$ cat config.mk
export PLATFORM = sky130hd
export DESIGN_NAME = uart_rx
export DESIGN_NICKNAME = d
export VERILOG_FILES = /design/src/rtl/uart_rx.sv
export SDC_FILE = /design/constraint.sdc
export NUM_CORES = 1
export LEC_CHECK = 0
export CAP_MARGIN = 20
export CORE_ASPECT_RATIO = 2
export CORE_MARGIN = 8
export CORE_UTILIZATION = 50
export DETAILED_ROUTE_END_ITERATION = 16
export PLACE_DENSITY = 0.72
export SLEW_MARGIN = 10
export SYNTH_ARGS = -nofsm -noshare
export SYNTH_HDL_FRONTEND = slang
export SYNTH_SLANG_ARGS = --single-unit
$ cat constraint.sdc
create_clock -name i_clk -period 4.1 [get_ports i_clk]
set_input_delay 0.615 -clock i_clk [delete_from_list [all_inputs] [get_ports i_clk]]
set_output_delay 0.615 -clock i_clk [all_outputs]
set_load 0.03 [all_outputs]
$ cat src/rtl/uart_rx.sv
// uart_rx: UART receiver driven by a 16x oversampling tick.
//
// The asynchronous serial line is brought into the i_clk domain through a
// two-flop synchroniser. The FSM finds the start bit, samples each data bit
// in the middle of its bit period (LSB first), and checks the stop bit.
//
// Parameters:
//   DBIT    - data bits per frame (5..8)
//   SB_TICK - oversampling ticks in the stop period (16/24/32 = 1/1.5/2 stop bits)
//
// Ports:
//   i_clk          - system clock
//   i_reset        - synchronous, active-high reset
//   i_rx           - serial line, idle high, asynchronous to i_clk
//   i_s_tick       - one-cycle oversampling pulse at 16x baud
//   o_dout         - last received word, LSB = first bit on the line
//   o_rx_done_tick - one-cycle pulse when a frame completes
//   o_frame_err    - stop bit of the last completed frame was 0
//
// State   | Meaning
// --------+-----------------------------------------------------------
// IDLE    | line idle; waiting for synchronised rx to go low
// START   | counting 8 ticks to the middle of the start bit
// DATA    | sampling DBIT data bits, 16 ticks apart
// STOP    | waiting SB_TICK ticks, then sampling the stop bit
module uart_rx #(
  parameter int DBIT    = 8,
  parameter int SB_TICK = 16
) (
  input  logic            i_clk,
  input  logic            i_reset,
  input  logic            i_rx,
  input  logic            i_s_tick,
  output logic [DBIT-1:0] o_dout,
  output logic            o_rx_done_tick,
  output logic            o_frame_err
);

  typedef enum logic [1:0] {
    IDLE  = 2'd0,
    START = 2'd1,
    DATA  = 2'd2,
    STOP  = 2'd3
  } state_e;

  localparam logic [4:0] S_MID      = 5'd7;
  localparam logic [4:0] S_BIT_LAST = 5'd15;
  localparam logic [4:0] S_STOP_END = 5'(SB_TICK - 1);
  localparam logic [2:0] N_LAST     = 3'(DBIT - 1);

  state_e          state_q, state_d;
  logic [4:0]      s_q, s_d;
  logic [2:0]      n_q, n_d;
  logic [DBIT-1:0] b_q, b_d;
  logic [DBIT-1:0] dout_q, dout_d;
  logic            done_q, done_d;
  logic            ferr_q, ferr_d;
  logic            rx_meta_q, rx_s_q;

  always_comb begin
    state_d = state_q;
    s_d     = s_q;
    n_d     = n_q;
    b_d     = b_q;
    dout_d  = dout_q;
    ferr_d  = ferr_q;
    done_d  = 1'b0;

    case (state_q)
      IDLE: begin
        // Leaving IDLE does not wait for a tick; only the line level matters.
        if (!rx_s_q) begin
          state_d = START;
          s_d     = '0;
        end
      end
      START: begin
        if (i_s_tick) begin
          if (s_q == S_MID) begin
            if (!rx_s_q) begin
              state_d = DATA;
              s_d     = '0;
              n_d     = '0;
            end else begin
              // Line went back high before mid start bit: treat as a glitch.
              state_d = IDLE;
            end
          end else begin
            s_d = s_q + 5'd1;
          end
        end
      end
      DATA: begin
        if (i_s_tick) begin
          if (s_q == S_BIT_LAST) begin
            s_d = '0;
            b_d = {rx_s_q, b_q[DBIT-1:1]};
            if (n_q == N_LAST) begin
              state_d = STOP;
            end else begin
              n_d = n_q + 3'd1;
            end
          end else begin
            s_d = s_q + 5'd1;
          end
        end
      end
      STOP: begin
        if (i_s_tick) begin
          if (s_q == S_STOP_END) begin
            state_d = IDLE;
            dout_d  = b_q;
            ferr_d  = ~rx_s_q;
            done_d  = 1'b1;
          end else begin
            s_d = s_q + 5'd1;
          end
        end
      end
      default: begin
        state_d = IDLE;
      end
    endcase
  end

  always_ff @(posedge i_clk) begin
    if (i_reset) begin
      state_q   <= IDLE;
      s_q       <= '0;
      n_q       <= '0;
      b_q       <= '0;
      dout_q    <= '0;
      done_q    <= 1'b0;
      ferr_q    <= 1'b0;
      rx_meta_q <= 1'b1;
      rx_s_q    <= 1'b1;
    end else begin
      state_q   <= state_d;
      s_q       <= s_d;
      n_q       <= n_d;
      b_q       <= b_d;
      dout_q    <= dout_d;
      done_q    <= done_d;
      ferr_q    <= ferr_d;
      rx_meta_q <= i_rx;
      rx_s_q    <= rx_meta_q;
    end
  end

  assign o_dout         = dout_q;
  assign o_rx_done_tick = done_q;
  assign o_frame_err    = ferr_q;

endmodule

Word-level counts from Yosys, hierarchy flattened
Cells that the tools add are included.

Reductions and logical operators: 8. $add $sub $neg: 2. Mux-type cells: 26. Equality and inequality tests: 17. Bitwise logic cells: 3.

Operator list (count): $mux W5 (7); $ne A2 B2 Y1 const B (11); $pmux W5 S4 (1); $mux W2 (9); $mux W3 (6); $pmux W2 S4 (1); $reduce_and A8 Y1 (1); $reduce_and A7 Y1 (1); $pmux W3 S2 (1); $reduce_and A3 Y1 (2); $add A5 B1 Y5 const B (1); $eq A5 B3 Y1 const B (1); $eq A5 B4 Y1 const B (1); $eq A2 B2 Y1 const B (2); $reduce_and A4 Y1 (1); $add A3 B1 Y3 const B (1); $eq A3 B3 Y1 const B (1); $not A1 Y1 (3); $reduce_or A3 Y1 (1); $eq A2 B1 Y1 const B (1); $logic_not A2 Y1 (1); $reduce_bool A2 Y1 (1); $mux W1 (1).

Register bits after elaboration: 30. Bits of input ports: 4. Output and inout bits: 10. Logic and storage cells: 65.

Depth between registers and ports, before layout
Depth after elaboration: 5. Depth in mapped cells: 8. Depth with buffers taken out: 7.

Worst setup path after synthesis
Ideal clock, no wire load.

Kind: flip-flop to flip-flop. Start point: reg s_q[0]. End point: reg s_q[0]. Library setup time: 0.121 ns. Slack: 1.993 ns. Required time: 3.979 ns. Cell stages (with the launch flop): 9. Clock period less this slack: 2.107 ns. Data arrival time: 1.986 ns. Path buffers: 1. Cells stage by stage: dfxtp_1 ha_1 and3_1 ha_1 buf_6 a21bo_1 a221o_1 o21a_1 mux2_4.

Cells in the longest elaborated chain, start to end: 4.

Ends and longest elaborated chain: start: declaration (line 52) `logic [4:0] s_q, s_d;`; start signal: assignment (line 129) `s_q <= '0;`; start signal: assignment (line 139) `s_q <= s_d;`; $add A5 B1 Y5, or another cell as far along (line 89, 104, 116); $mux W5 (on tied branches) (line 110, 79, 95); $mux W5 (on tied branches) (line 109, 78, 94); $pmux W5 S4 (line 69) `case (state_q)`.

Parallel ways exist; a longest one is shown, timed or not. The select of a mux whose other input is x is not followed. A chain may end at the register's enable or synchronous reset.

==> results by group <==
Drt
  • Wire per inst: 13.1 um
  • Iteration count of the initial detailed-routing pass: 4
  • Aggregate routed wire length: 2.63 mm
  • Vias: 1118
  • Detail Route Antenna Nets: 0
  • Drt via density: 5.56
  • Initial detailed-routing violation count: 14
  • DRC: 0

Global route
  • Largest net degree at the start of global routing: 32
  • Vias in the first global route: 1043
  • GRT overflow: 0
  • Initial antenna violation count: 0
  • Total GRT Usage: 11.7%
  • First-pass GRT wire length: 4.46 mm

Logic synthesis
  • Synth Cell Area: 0.00137 mm2
  • Avg Inst Size Synth: 8.56 um2
  • EDFF count, synth: 0
  • Primary FF master, synth: dfxtp_1
  • Cells after synthesis: 160
  • Count leader, synth: nand2_1
  • Yosys top cell by area: dfxtp_1
  • Post-Syn Nets: 169
  • Yosys cell types: 39
  • Seq/Total Area, Yosys: 43.8%
  • Synth Register Bits: 30
  • FFs w/ async S/R, synth: 0%
  • Top cells by count, synth: nand2_1 (38), dfxtp_1 (30), a21oi_1 (18)
  • Ranking of synthesized cells by area: dfxtp_1 (44%), nand2_1 (10%), a21oi_1 (6.6%), ha_1 (4.6%), nor2b_1 (1.8%)
  • Post-synth top area share: 43.8%
  • Synthesis Warnings: 0

Worst hold path
  • Hold Path End: rx_s_q
  • Hold_sp: rx_meta_q
  • Worst hold-check path type: flip-flop to flip-flop
  • Hold Path Cell Cnt: 1

Layout
  • Multi-input logic area: 701 um2
  • Area occupied by registers: 601 um2
  • Filler instances: 242
  • Layout overhead on the synthesized area: 15.4%
  • Layout cell share with drive strength beyond 1: 9.30%
  • Nets@finish: 180
  • ANT cells: 0
  • Post-Layout Inst Area: 0.00158 mm2

Pwr
  • P_sw: 0.126 mW
  • Peak VDD IR: 0.000280 V
  • Comb pwr share: 3.3%
  • Pint: 0.436 mW
  • Clock network power share: 44.0%
  • Leakage: 0.569 nW
  • Sw Share: 22.4%
  • Pwr Density: 355 mW/mm2
  • Seq pwr share: 52.7%

STA
  • Slew margin rel.: 28.5%
  • Period minus WS final: 2.40 ns
  • Clock Skews: 0.00385 ns
  • Worst-margin pin slew: 1.07 ns
  • WHS: 0.409 ns
  • Highest Clock Rate: 417 MHz
  • Final Hold Fails: 0
  • Max Slew Vio Count: 0
  • Setup_tns: 0 ns
  • RSZ-0062 raised after global routing: false
  • Final worst-path cycle share: 58.4%
  • Final setup fails: 0

Critical path
  • Worst setup EP type: flip-flop
  • FF-to-FF path depth: 7
  • Largest stage delay on the critical path: 1.18 ns
  • Largest delay share family, worst path: buffers and inverters
  • Worst R2R Start: s_q[0]
  • Slowest CP cell: clkdlybuf4s50_1
  • Critical setup path kind: input pin to flip-flop
  • RR Endpoint: n_q[1]
  • CP cell instances: clkdlybuf4s50_1, inv_1, o21a_1, mux2_4
  • Critical Path RT: 4.27 ns
  • Crit path buf inv count: 2
  • Register-to-Register Setup Slack: 1.82 ns
  • CP startpoint kind: input pin
  • Critical path depth: 4
  • Worst-path fanout max: 31
  • Critical Path AT: 2.57 ns

Die
  • Initial core utilization: 51.3%
  • # IOs: 14
  • Die height: 90.0 um
  • Cell row count: 27
  • Die Wd: 53.0 um
  • Die ar.: 0.00477 mm2
  • Area of the core: 0.00267 mm2

Clocking
  • CTS tree: built
  • Longest Clk Path Bufs: 2
  • Root Driver: clkbuf_8
  • Reg clk slew, reported paths: 0.06 ns
  • CTS resizes: 0
  • Postcts setup bufs: 0
  • H-tree levels: 2
  • Hold Buf Count CTS: 0
  • Clock Latency Late Sink: 0.28 ns
  • TritonCTS Buffers: 5
  • CTS Sinks: 30

Run
  • Max_cap viols: 0

Placement
  • DP Area: 0.00149 mm2
  • Post-DP HPWL: 1.78 mm
  • Gp weighted congestion: 0.838
  • Port-buffer cells: 13

Outcome
  • Status: completed
==> kinds of logic after synthesis <==
family                   Yosys count  synth area share (%)
flip-flops                        30                  43.8
adder cells (fa/ha/maj)            5                  4.57
AND/OR/NAND/NOR                   73                  27.0
buffers and inverters             14                  5.02
AO/OA/AOI/OAI                     37                  18.4
multiplexers                       1                  1.10
==> metrics by stage <==
step	total power, mW	util, %	setup slack, ns	cells
6_report	0.562	59.3	1.70	201
3_5_place_dp	0.321	55.7	1.43	193
3_3_place_gp	0.321	55.7	1.46	193
4_1_cts	0.570	59.3	1.72	201
2_1_floorplan	0.316	-	1.99	160
5_1_grt	0.583	59.3	1.58	201
==> layer usage <==
layer,global-route usage [%],up-vias,wire length [um]
li1,-,582,-
met5,0,-,0
met4,5.22,0,44
met3,4.79,5,144
met1,14.1,513,1230
met2,17.3,18,1220
==> flip-flops by register name (all words and copies together) (netlist names), named ones only <==
| signal | flops |
|---|---|
| b_q | 8 |
| o_dout | 8 |
| s_q | 5 |
| n_q | 3 |
| o_frame_err | 1 |
| o_rx_done_tick | 1 |
| rx_meta_q | 1 |
| rx_s_q | 1 |
| state_q | 1 |
==> power by group through the flow <==
stage / Clock [mW] / Combinational [mW] / Sequential, mW
after floorplan: 0 / 0.0148 / 0.301
after global placement: 0 / 0.0183 / 0.302
after detailed placement: 0 / 0.0186 / 0.302
after CTS: 0.255 / 0.0188 / 0.296
after global routing: 0.266 / 0.0209 / 0.296
final: 0.247 / 0.0188 / 0.296
==> worst max path at each step <==
stage | from | endpoint | slack (ns)
6_report | i_reset | s_q[0] | 1.70
5_1_grt | i_reset | s_q[0] | 1.58
4_1_cts | i_reset | s_q[0] | 1.72
3_5_place_dp | i_reset | s_q[0] | 1.43
3_3_place_gp | i_reset | s_q[0] | 1.46
2_1_floorplan | s_q[0] | s_q[0] | 1.99
==> cells in the final DEF (no fill, tap or decap), types with 2 or more instances in the layout <==
master / count
nand2_1: 38
dfxtp_1: 30
a21oi_1: 18
clkdlybuf4s50_1: 13
clkbuf_8: 6
inv_1: 5
nor2_1: 5
ha_1: 5
nand3_1: 4
nor2b_1: 4
o21ai_0: 4
nand3b_1: 3
or2_2: 3
and3_1: 2
nand4bb_1: 2
nand2b_1: 2
o32ai_1: 2
nor3b_1: 2
a41o_1: 2
nand4_1: 2
a211oi_1: 2
nor3_1: 2
==> area by class of cell <==
class	count	share of cell area [%]
multi-input combinational	116	44.3
sequential	30	38.0
timing repair buffer	13	8.23
clock buffer	6	5.22
tap	29	2.29
inverter	5	1.19
clock inverter	2	0.791
Power figures use the tool's default switching activity.
